==> config.mk <==
export PLATFORM = sky130hd
export DESIGN_NAME = ch0re_mmio_responder
export DESIGN_NICKNAME = d
export VERILOG_FILES = /design/src/rtl/ch0re_mmio_responder.sv
export SDC_FILE = /design/constraint.sdc
export NUM_CORES = 1
export LEC_CHECK = 0
export CAP_MARGIN = 20
export CORE_ASPECT_RATIO = 1.5
export CORE_MARGIN = 4
export CORE_UTILIZATION = 55
export DETAILED_ROUTE_END_ITERATION = 6
export PLACE_DENSITY_LB_ADDON = 0.12
export SLEW_MARGIN = 5
export SYNTH_ARGS = -nofsm -noshare
export SYNTH_HDL_FRONTEND = slang
export SYNTH_SLANG_ARGS = --single-unit
export TNS_END_PERCENT = 100
==> constraint.sdc <==
create_clock -name clk -period 5.22 [get_ports clk]
set_clock_uncertainty 0.2 [all_clocks]
set_input_delay 1.044 -clock clk [delete_from_list [all_inputs] [get_ports clk]]
set_output_delay 1.044 -clock clk [all_outputs]
set_load 0.01 [all_outputs]
==> src/rtl/ch0re_mmio_responder.sv <==
// ch0re_mmio_responder
// Device-side responder for the MEM-stage load/store port. It decodes a
// 32-byte window holding four 64-bit registers: TOHOST (halt/pass/test
// number), CYCLE (free-running counter), CONSOLE (TX FIFO push) and STATUS
// (FIFO count/full/overflow). Load data, error pulses and TOHOST status are
// registered. The console FIFO drains over a valid/ready byte stream.

module ch0re_mmio_responder #(
    parameter logic [63:0] BASE_ADDR  = 64'h0000_0000_4000_0000,
    parameter int unsigned FIFO_DEPTH = 8
) (
    input  logic        clk,
    input  logic        rst,
    input  logic        i_req,
    input  logic        i_we,
    input  logic [63:0] i_addr,
    input  logic [63:0] i_wdata,
    input  logic [1:0]  i_data_type,
    output logic        o_hit,
    output logic        o_rvalid,
    output logic [63:0] o_rdata,
    output logic        o_err,
    output logic [7:0]  o_tx_data,
    output logic        o_tx_valid,
    input  logic        i_tx_ready,
    output logic        o_halt,
    output logic        o_pass,
    output logic [62:0] o_test_num
);

    localparam int unsigned PTR_W = $clog2(FIFO_DEPTH);
    localparam int unsigned CNT_W = PTR_W + 1;
    localparam logic [CNT_W-1:0] FULL_COUNT = CNT_W'(FIFO_DEPTH);

    // Register index inside the window, taken from offset bits [4:3].
    typedef enum logic [1:0] {
        REG_TOHOST  = 2'd0,
        REG_CYCLE   = 2'd1,
        REG_CONSOLE = 2'd2,
        REG_STATUS  = 2'd3
    } reg_sel_e;

    // ------------------------------------------------------------------
    // State
    // ------------------------------------------------------------------
    logic [63:0]      tohost_q,  tohost_d;
    logic [63:0]      cycle_q,   cycle_d;
    logic             halt_q,    halt_d;
    logic             pass_q,    pass_d;
    logic [62:0]      test_num_q, test_num_d;
    logic             ovf_q,     ovf_d;
    logic [CNT_W-1:0] count_q,   count_d;
    logic [PTR_W-1:0] rd_ptr_q,  rd_ptr_d;
    logic [PTR_W-1:0] wr_ptr_q,  wr_ptr_d;
    logic             rvalid_q,  rvalid_d;
    logic [63:0]      rdata_q,   rdata_d;
    logic             err_q,     err_d;
    logic [7:0]       fifo_mem_q [FIFO_DEPTH];

    // ------------------------------------------------------------------
    // Request decode
    // ------------------------------------------------------------------
    reg_sel_e    reg_sel;
    logic        accept;
    logic        aligned;
    logic        illegal;
    logic        access_ok;
    logic        do_load;
    logic        st_tohost;
    logic        st_console;
    logic        st_status;
    logic [63:0] wdata_ext;
    logic [63:0] status_word;
    logic [63:0] load_data;
    logic        fifo_full;
    logic        fifo_valid;
    logic        pop;
    logic        push;
    logic        drop;
    logic        halting;

    assign o_hit   = (i_addr[63:5] == BASE_ADDR[63:5]);
    assign accept  = i_req & o_hit;
    assign aligned = (i_addr[2:0] == 3'b000);
    assign reg_sel = reg_sel_e'(i_addr[4:3]);

    // Classify the access: misalignment, stores to CYCLE and loads from
    // CONSOLE are errors and must leave every register untouched.
    always_comb begin
        // NOTE: every signal driven here gets a default first, so no path
        // can leave it unassigned and infer a latch.
        illegal    = !aligned;
        if (i_we && reg_sel == REG_CYCLE)    illegal = 1'b1;
        if (!i_we && reg_sel == REG_CONSOLE) illegal = 1'b1;
        access_ok  = accept & !illegal;
        do_load    = access_ok & !i_we;
        st_tohost  = access_ok & i_we & (reg_sel == REG_TOHOST);
        st_console = access_ok & i_we & (reg_sel == REG_CONSOLE);
        st_status  = access_ok & i_we & (reg_sel == REG_STATUS);
    end

    // Zero-extend store data from the access size before any register sees it.
    always_comb begin
        wdata_ext = i_wdata;
        case (i_data_type)
            2'd0:    wdata_ext = {56'd0, i_wdata[7:0]};
            2'd1:    wdata_ext = {48'd0, i_wdata[15:0]};
            2'd2:    wdata_ext = {32'd0, i_wdata[31:0]};
            default: wdata_ext = i_wdata;
        endcase
    end

    // ------------------------------------------------------------------
    // FIFO flags and handshakes
    // ------------------------------------------------------------------
    assign fifo_valid = (count_q != '0);
    assign fifo_full  = (count_q == FULL_COUNT);
    assign pop        = fifo_valid & i_tx_ready;
    // A push into a full FIFO still lands when the head leaves this cycle.
    assign push       = st_console & (!fifo_full | pop);
    assign drop       = st_console & fifo_full & !pop;
    assign halting    = st_tohost & !halt_q & wdata_ext[0];

    // STATUS read view: OVF at 9, FULL at 8, COUNT in the low bits.
    always_comb begin
        status_word              = '0;
        status_word[CNT_W-1:0]   = count_q;
        status_word[8]           = fifo_full;
        status_word[9]           = ovf_q;
    end

    // Load data selected from pre-edge register contents.
    always_comb begin
        load_data = '0;
        case (reg_sel)
            REG_TOHOST:  load_data = tohost_q;
            REG_CYCLE:   load_data = cycle_q;
            REG_CONSOLE: load_data = '0;
            REG_STATUS:  load_data = status_word;
            default:     load_data = '0;
        endcase
    end

    // Next-state computation for all architectural registers and responses.
    always_comb begin
        tohost_d   = tohost_q;
        halt_d     = halt_q;
        pass_d     = pass_q;
        test_num_d = test_num_q;
        ovf_d      = ovf_q;
        count_d    = count_q;
        rd_ptr_d   = rd_ptr_q;
        wr_ptr_d   = wr_ptr_q;

        // Counter freezes once the test has signalled completion.
        cycle_d = halt_q ? cycle_q : cycle_q + 64'd1;

        // TOHOST is write-once in effect: everything after halt is ignored.
        if (st_tohost && !halt_q) begin
            tohost_d = wdata_ext;
        end
        if (halting) begin
            halt_d     = 1'b1;
            pass_d     = (wdata_ext == 64'd1);
            test_num_d = wdata_ext[63:1];
        end

        if (drop)                          ovf_d = 1'b1;
        if (st_status && wdata_ext[9])     ovf_d = 1'b0;

        if (push) wr_ptr_d = wr_ptr_q + PTR_W'(1);
        if (pop)  rd_ptr_d = rd_ptr_q + PTR_W'(1);
        count_d = count_q + CNT_W'(push) - CNT_W'(pop);

        rvalid_d = do_load;
        rdata_d  = do_load ? load_data : '0;
        err_d    = accept & illegal;
    end

    // ------------------------------------------------------------------
    // Sequential state with synchronous reset
    // ------------------------------------------------------------------

    // Register update; reset clears everything and discards any access.
    always_ff @(posedge clk) begin
        // NOTE: state is written with non-blocking assignments so every
        // register samples pre-edge values regardless of statement order.
        if (rst) begin
            tohost_q   <= '0;
            cycle_q    <= '0;
            halt_q     <= 1'b0;
            pass_q     <= 1'b0;
            test_num_q <= '0;
            ovf_q      <= 1'b0;
            count_q    <= '0;
            rd_ptr_q   <= '0;
            wr_ptr_q   <= '0;
            rvalid_q   <= 1'b0;
            rdata_q    <= '0;
            err_q      <= 1'b0;
        end else begin
            tohost_q   <= tohost_d;
            cycle_q    <= cycle_d;
            halt_q     <= halt_d;
            pass_q     <= pass_d;
            test_num_q <= test_num_d;
            ovf_q      <= ovf_d;
            count_q    <= count_d;
            rd_ptr_q   <= rd_ptr_d;
            wr_ptr_q   <= wr_ptr_d;
            rvalid_q   <= rvalid_d;
            rdata_q    <= rdata_d;
            err_q      <= err_d;
        end
    end

    // FIFO storage write port.
    always_ff @(posedge clk) begin
        // NOTE: the byte array is deliberately not reset; emptiness is
        // tracked by COUNT, and the head output is masked while empty.
        if (push && !rst) begin
            fifo_mem_q[wr_ptr_q] <= wdata_ext[7:0];
        end
    end

    // ------------------------------------------------------------------
    // Outputs
    // ------------------------------------------------------------------
    assign o_rvalid   = rvalid_q;
    assign o_rdata    = rdata_q;
    assign o_err      = err_q;
    assign o_tx_valid = fifo_valid;
    assign o_tx_data  = fifo_valid ? fifo_mem_q[rd_ptr_q] : 8'd0;
    assign o_halt     = halt_q;
    assign o_pass     = pass_q;
    assign o_test_num = test_num_q;

endmodule
Word-level counts from Yosys, hierarchy flattened
Memory sizes are Yosys's and may differ from the RTL's. A register that Yosys moved wholly into a read port is not among the register bits.
Index checks and enable logic that the tools add are counted.
Word-level totals
  bits in writable memories: 64
  memory bits (read-only): 0
  bits in latches: 0
  bits in registers: 270
  logic and storage cells: 69
  bits of input ports: 135
  memories kept: 1
Memories
  fifo_mem_q: depth 8, bits a word 8, read ports 1, clocked after memory_dff 1, write ports 1, line 58  | logic [7:0] fifo_mem_q [FIFO_DEPTH];
Operators by class
  mux-type cells: 9
  magnitude comparators: 0
  shift operators: 0
  multipliers: 0
  bitwise logic cells: 16
  $add $sub $neg: 5
  equality and inequality tests: 8
  divide/modulo/power cells: 0
  reductions and logical operators: 18
Operator list (number)
  $pmux W64 S4: 1
  $pmux W64 S3: 1
  $add A64 B1 Y64 const B: 1
  $eq A64 B1 Y1 const B: 1
  $eq A59 B26 Y1 const B: 1
  $and A1 B1 Y1: 14
  $mux W8: 1
  $logic_not A1 Y1: 7
  $add A3 B1 Y3 const B: 2
  $eq A2 B2 Y1 const B: 3
  $mux W3: 2
  $logic_and A1 B1 Y1: 5
  $add A4 B1 Y4: 1
  $eq A2 B1 Y1 const B: 2
  $eq A4 B4 Y1 const B: 1
  $logic_not A2 Y1: 2
  $mux W1: 4
  $reduce_bool A4 Y1: 1
  $reduce_or A2 Y1: 2
  $sub A4 B1 Y4: 1
  $logic_not A3 Y1: 1
  $not A1 Y1: 1
  $or A1 B1 Y1: 1

Longest topological paths before layout
Gate-level depths: netlist of the first run.
  word-level depth: 12
  mapped depth: 14
  gate-level depth less buffers: 14

Worst setup path after synthesis of the first run
No wires, ideal clock.
  path type: input to register
  from: input port i_addr[15]
  to: memory fifo_mem_q[0][0], enable pin
  data arrival time: 3331 ps
  slack: 1294 ps
  required time: 4625 ps
  stages: 5
  path buffers: 0
  path through: nor4_1 > nand4_1 > or4_1 > or3_1 > nor4_1
On the way
  word-level cells in the longest chain between the ends: 9
RTL lines
  start, declared: line 16  | input logic [63:0] i_addr,
  $eq A59 B26 Y1: line 82  | assign o_hit = (i_addr[63:5] == BASE_ADDR[63:5]);
  $and A1 B1 Y1: line 83  | assign accept = i_req & o_hit;
  $and A1 B1 Y1: line 95  | access_ok = accept & !illegal;
  $and A1 B1 Y1 (2 in series): line 98  | st_console = access_ok & i_we & (reg_sel == REG_CONSOLE);
  $and A1 B1 Y1: line 120  | assign push = st_console & (!fifo_full | pop);
  $logic_and A1 B1 Y1: line 221  | if (push && !rst) begin
  $mux W1: line 221
  $mux W1 (not written as such): line 222  | fifo_mem_q[wr_ptr_q] <= wdata_ext[7:0];
  end, declared: line 58
Every way passes these cells.

Worst setup path in the final report of the first run
  from: input port i_addr[31]
  to: output port o_hit
On the way
  word-level cells in the longest chain between the ends: 1
RTL lines
  $eq A59 B26 Y1: line 82
  end, declared: line 19  | output logic o_hit,
Every way passes these cells.

==> results of run 1 <==
[logic make-up after synthesis]
family,after synthesis,synth area share (%)
simple gates,460,16.7
flops,337,54.3
compound gates,286,13.5
buf+inv,121,3.67
mux,91,8.18
xor+xnor,42,2.70
fa+ha+maj,10,0.975
[cells in the mapped netlist, types with 4 or more instances]
cell	number
buf_2	6
o21ai_1	31
mux4_2	16
clkbuf_1	73
and3_1	7
nor2b_1	6
a31o_2	40
nor2_1	144
nand3_1	56
nand2_1	76
nor4_1	37
mux2i_1	73
a21oi_1	38
o211ai_1	81
or4_1	6
nand4_1	33
buf_6	5
buf_1	18
o21ai_0	80
nor3_1	46
xnor2_1	9
xor2_1	33
or3_1	22
nor4b_1	8
o22a_1	4
edfxtp_1	64
ha_1	9
dfxtp_1	273
inv_1	18
o31ai_1	4
[routing by layer]
metal	routed length (um)	track usage, %	share of wire [%]	up-vias
met5	0	0	0	-
met4	1660	10.9	4.1	0
met3	2920	5.94	7.2	104
met2	21200	51.9	52	423
met1	14800	32.2	36	5578
li1	-	-	-	5405
[cell usage in the layout (no fill, tap or decap), types with 4 or more instances in the layout]
| master | n |
|---|---|
| nand2_1 | 75 |
| and3_1 | 7 |
| nor2b_1 | 6 |
| xnor2_1 | 9 |
| a21oi_1 | 38 |
| o22a_1 | 4 |
| mux4_2 | 16 |
| a31o_2 | 40 |
| nand3_1 | 55 |
| or3_1 | 22 |
| o31ai_1 | 4 |
| clkbuf_8 | 10 |
| clkdlybuf4s50_1 | 273 |
| o21ai_0 | 80 |
| nor3_1 | 46 |
| buf_4 | 30 |
| ha_1 | 9 |
| nor4_2 | 5 |
| o21ai_1 | 31 |
| clkinv_2 | 4 |
| nor4_1 | 33 |
| or4_1 | 5 |
| nor4b_1 | 8 |
| bufinv_16 | 4 |
| inv_1 | 19 |
| clkbuf_16 | 31 |
| nor2_1 | 143 |
| dfxtp_1 | 273 |
| mux2i_1 | 73 |
| xor2_1 | 33 |
| nand4_1 | 33 |
| edfxtp_1 | 64 |
| o211ai_1 | 81 |
[flip-flops by register name (all words and copies together), names as in the netlist, named ones only]
name,cells
wr_ptr_q,3
fifo_mem_q,64
o_pass,1
o_err,1
tohost_q,64
count_q,4
o_rvalid,1
ovf_q,1
cycle_q,64
o_rdata,64
rd_ptr_q,3
o_test_num,63
o_halt,1
[power by group through the flow]
stage | sequential, mW | clock, mW | combinational [mW]
after floorplan | 2.75 | 0 | 0.393
after global placement | 2.80 | 0 | 0.649
after detailed placement | 2.80 | 0 | 0.672
after CTS | 2.74 | 2.41 | 0.685
after global routing | 2.73 | 2.50 | 0.757
final | 2.72 | 2.38 | 0.701
[critical path, delay by kind of cell]
| family | cells | cell delay, ns |
|---|---|---|
| buffers and inverters | 2 | 0.99 |
| and+or+nand+nor | 3 | 1.06 |
[final timing paths]
path	start	end	slack, ns	cells after the start
setup / recovery	i_addr[31]	o_hit	0.88	5
hold / removal	o_test_num[0]$_SDFFE_PP0P_	o_test_num[0]$_SDFFE_PP0P_	0.28	2
setup reg to reg	cycle_q[14]$_SDFFE_PP0N_	cycle_q[63]$_SDFFE_PP0N_	1.87	5
hold reg to reg	o_test_num[0]$_SDFFE_PP0P_	o_test_num[0]$_SDFFE_PP0P_	0.28	2
[per-stage QoR]
stage | utilization, % | hold WS [ns]
floorplan | - | 0.248
global placement | 68.1 | 0.256
detailed placement | 68.1 | 0.267
CTS | 72.5 | 0.278
global route | 72.6 | 0.296
finish | 72.6 | 0.279
[layout make-up]
| cell class | instances | area [um^2] |
|---|---|---|
| Clock buffer | 44 | 925 |
| Clock inverter | 11 | 164 |
| Fill cell | 1862 | 6670 |
| Inverter | 19 | 73.8 |
| Multi-Input combinational cell | 889 | 5760 |
| Sequential cell | 337 | 7390 |
| Tap cell | 324 | 405 |
| Timing Repair Buffer | 304 | 2970 |
==> flow_summary_export.csv, run 1 <==
group,metric,value,unit
detailed_routing,vias,11500,
status,status,"finished, final reports clean",
die,die_w,136,um
worst_setup_path,critPathKind,"input port to output port",
place,gp_congestion,0.884,
yosys,async_flop_share,0,%
power_and_ir_drop,p_comb_share,12.1,%
final_layout,final_cells,1928,
global_routing,antenna_found_initial,0,
detailed_routing,wl_per_cell,21.0,um
die,design.die.area,27400,um^2
place,dpl_cell_area,16600,um^2
yosys,yosysSeqAreaShare,54.3,%
yosys,synthTopCellsByArea,"dfxtp_1 40%, edfxtp_1 14%, mux2i_1 5.4%",
die,fp.dieH,201,um
detailed_routing,drtAntennaViolNets,0,
clock_network,clock-root-buffer,"clkbuf_16",
clock_network,cts_resized,0,
timing,final-hold-violation-count,0,
clock_network,postCtsSetupBuffers,0,
detailed_routing,finalWirelength,40500,um
timing,fin_setup_tns,0,ns
timing,fmax,231,MHz
place,place_ws,0.800,ns
yosys,syn_inst,1347,
yosys,synth.largest_area_cell,"dfxtp_1",
yosys,synth_ff_type,"dfxtp_1",
yosys,synth_edf_count,64,
timing,layout_setup_ws,0.884,ns
worst_setup_path,critPathRequiredTime,3.98,ns
clock_network,path_clk_slew,0.06,ns
detailed_routing,drt_iter0_drc,763,
power_and_ir_drop,pwr-share-seq,47.0,%
clock_network,cts_max_path_buffers,3,
worst_setup_path,worstPathArrival,3.09,ns
global_routing,grt_max_degree,65,
worst_setup_path,cp-start-kind,"input port",
clock_network,numCtsBuffers,30,
detailed_routing,viasPerCell,5.97,
worst_setup_path,slowest_delay,0.59,ns
final_layout,syn_to_final_growth,30.0,%
power_and_ir_drop,power,5.80,mW
final_layout,fin_nets,1726,
yosys,ys_ff_latch,337,
timing,relSlewSlack,27.8,%
yosys,syn_area,13600,um^2
power_and_ir_drop,clkPwrFrac,41.0,%
final_layout,insertedDiodeCount,0,
clock_network,cts_tree,"built",
timing,min_period,4.34,ns
worst_setup_path,crit_fanout,5,
power_and_ir_drop,switchingPower,1.33,mW
timing,setup_viol,0,
clock_network,cts_sinks,337,
power_and_ir_drop,power_density,328,nW/um^2
global_routing,grt_remaining_overflow,0,
die,rows,70,
yosys,yosys_warnings,0,
worst_setup_path,cp_slowest_cell,"clkdlybuf4s50_1",
clock_network,insertion_delay,0.55,ns
worst_hold_path,hold_path_class,"flip-flop to flip-flop",
place,place_hpwl,27900,um
detailed_routing,first_pass_iters,6,
die,start_util,55.9,%
timing,fin_crit_sh,83.1,%
final_layout,drive_above_1_share,9.54,%
yosys,synth_top_area_share,40.2,%
timing,worst_slew_pin_slew,1.07,ns
die,io_pins,276,
place,dp.cells,1871,
place,port_buffers,275,
final_layout,design_area,17700,um^2
timing,rsz0062_at_grt,"false",
detailed_routing,drc,0,
worst_setup_path,cp-end-kind,"output port",
clock_network,htree_levels,1,
job,maxCapViolations,0,
power_and_ir_drop,switching_share,23.0,%
power_and_ir_drop,p_int,4.47,mW
global_routing,grt_pass1_vias,11500,
clock_network,hold_buffers,0,
power_and_ir_drop,leakage,5.96,nW
yosys,syn_avg_cell_area,10.1,um^2
timing,slew_viol_final,0,
die,coreArea,24300,um^2
power_and_ir_drop,ir_worst_vdd,0.000308,V
yosys,synth_nets,1492,
global_routing,grt_usage,28.5,%
worst_setup_path,worstPathCellList,"clkdlybuf4s50_1, nor4_1, nand4_1, nor4_1, clkdlybuf4s50_1",
yosys,synth_cell_types,51,
global_routing,grt_pass1_wl,62300,um
Power figures use the tool's default switching activity.
==> run 2: changes to the inputs <==
Settings changed: CORE_UTILIZATION 55 to 51.
Clock period 5.22 ns to 4.1 ns, I/O delays scaled along.
==> flow_summary_export.csv, run 2 (synthesis gave the netlist of run 1 again) <==
group,metric,value,unit
final_layout,design_area,17700,um^2
clock_network,cts_max_path_buffers,3,
die,io_pins,276,
clock_network,cts_tree,"built",
clock_network,insertion_delay,0.57,ns
worst_setup_path,cp-end-kind,"output port",
clock_network,cts_resized,0,
clock_network,cts_sinks,337,
worst_setup_path,rrSetupSlack,1.06,ns
clock_network,numCtsBuffers,30,
clock_network,postCtsSetupBuffers,0,
detailed_routing,finalWirelength,40400,um
detailed_routing,wl_met2,20700,um
place,dpl_cell_area,16700,um^2
job,maxCapViolations,0,
timing,min_period,3.83,ns
detailed_routing,first_pass_iters,5,
detailed_routing,drtAntennaViolNets,0,
die,fp.dieH,208,um
die,design.die.area,29400,um^2
power_and_ir_drop,switching_share,24.8,%
place,port_buffers,275,
power_and_ir_drop,switchingPower,1.78,mW
timing,worst_slew_pin_slew,0.945,ns
detailed_routing,maxUsedRoutingLayer,"met4",
timing,rsz0062_at_grt,"false",
worst_setup_path,regToRegStartpoint,"cycle_q[4]$_SDFFE_PP0N_",
detailed_routing,drc,0,
power_and_ir_drop,pwr-share-seq,48.0,%
timing,fmax,261,MHz
detailed_routing,wl_met1,15200,um
worst_setup_path,cp-start-kind,"input port",
final_layout,n_fill_cell,2147,
global_routing,grt_remaining_overflow,0,
clock_network,hold_buffers,0,
global_routing,antenna_found_initial,0,
final_layout,syn_to_final_growth,30.2,%
power_and_ir_drop,p_comb_share,12.6,%
detailed_routing,wl_per_cell,20.7,um
timing,fin_crit_sh,93.3,%
die,coreArea,26400,um^2
timing,slew_viol_final,0,
clock_network,path_clk_slew,0.07,ns
worst_setup_path,critPathRequiredTime,3.08,ns
worst_setup_path,crit_fanout,5,
power_and_ir_drop,clkPwrFrac,39.4,%
worst_setup_path,worstPathArrival,2.81,ns
worst_hold_path,hold_path_class,"flip-flop to flip-flop",
final_layout,drive_above_1_share,10.6,%
worst_setup_path,r2r_cells,5,
timing,fin_setup_tns,0,ns
final_layout,insertedDiodeCount,0,
global_routing,grt_pass1_vias,11600,
place,place_hpwl,28000,um
final_layout,fin_nets,1741,
final_layout,layout_common_cells,"273 x dfxtp_1, 273 x clkdlybuf4s50_1, 143 x nor2_1",
detailed_routing,drt_iter0_drc,792,
detailed_routing,wl_met3,2940,um
global_routing,grt_max_degree,81,
power_and_ir_drop,ir_worst_vdd,0.000327,V
clock_network,clock-root-buffer,"clkbuf_16",
global_routing,grt_usage,26.5,%
worst_setup_path,crit_start,"i_addr[52]",
detailed_routing,viasPerCell,5.90,
timing,relSlewSlack,37.0,%
status,status,"finished, final reports clean",
worst_setup_path,cp-endpoint,"o_hit",
die,rows,73,
power_and_ir_drop,leakage,5.97,nW
global_routing,grt_pass1_wl,62600,um
timing,final-hold-violation-count,0,
power_and_ir_drop,p_int,5.40,mW
die,start_util,51.5,%
worst_setup_path,r2r-end,"cycle_q[59]$_SDFFE_PP0N_",
worst_setup_path,critPathKind,"input port to output port",
die,die_w,141,um
detailed_routing,vias,11500,
timing,setup_viol,0,
clock_network,htree_levels,1,
power_and_ir_drop,power_density,405,nW/um^2
place,gp_congestion,0.854,
## run 2: power groups by stage
stage | Clock [mW] | Combinational (mW) | Sequential (mW)
after CTS | 2.86 | 0.913 | 3.44
after global placement | 0 | 0.898 | 3.52
after detailed placement | 0 | 0.907 | 3.52
final | 2.83 | 0.907 | 3.45
after global routing | 3.00 | 0.976 | 3.45
after floorplan | 0 | 0.500 | 3.50
## run 2: how the worst min path moves through the flow
stage                                     from                         end  slack, ns  depth (start not counted)
detailed placement   tohost_q[31]$_SDFFE_PP0P_   tohost_q[31]$_SDFFE_PP0P_       0.26                          1
global route         tohost_q[31]$_SDFFE_PP0P_   tohost_q[31]$_SDFFE_PP0P_       0.30                          1
finish              o_test_num[4]$_SDFFE_PP0P_  o_test_num[4]$_SDFFE_PP0P_       0.28                          2
floorplan            tohost_q[31]$_SDFFE_PP0P_   tohost_q[31]$_SDFFE_PP0P_       0.25                          1
CTS                 o_test_num[0]$_SDFFE_PP0P_  o_test_num[0]$_SDFFE_PP0P_       0.27                          2
global placement     tohost_q[31]$_SDFFE_PP0P_   tohost_q[31]$_SDFFE_PP0P_       0.26                          1
## run 2: cell type report
type	count	area [um^2]	share of cell area, %
well taps	337	422	2.38
multi-input cells	889	5760	32.5
clock buffers	36	825	4.65
inverters	19	73.8	0.417
repair buffers	319	3080	17.4
flip-flops and latches	337	7390	41.7
clock inverters	20	170	0.961
## run 2: stage by stage
| step | power (mW) | hold WS [ns] | setup slack, ns | util (%) | instances |
|---|---|---|---|---|---|
| 6_report | 7.18 | 0.276 | 0.274 | 67.1 | 1957 |
| 2_1_floorplan | 4.00 | 0.248 | 0.398 | - | 1347 |
| 3_5_place_dp | 4.43 | 0.262 | 0.132 | 63.3 | 1901 |
| 4_1_cts | 7.22 | 0.275 | 0.210 | 67.1 | 1957 |
| 3_3_place_gp | 4.42 | 0.257 | 0.217 | 63.3 | 1901 |
| 5_1_grt | 7.43 | 0.296 | 0.128 | 67.1 | 1957 |
## run 2: worst max-delay path, stage by stage
cell and delay, ns:
clkdlybuf4s50_1 0.40, nor4_1 0.34, nand4_1 0.32, nor4_1 0.34
clkdlybuf4s50_1 0.58
## run 2: layer usage
layer	GRT usage (%)	vias to the layer above
met1	30.5	5594
met3	5.54	89
met4	10.7	0
met2	47.5	411
met5	0	-
li1	-	5447
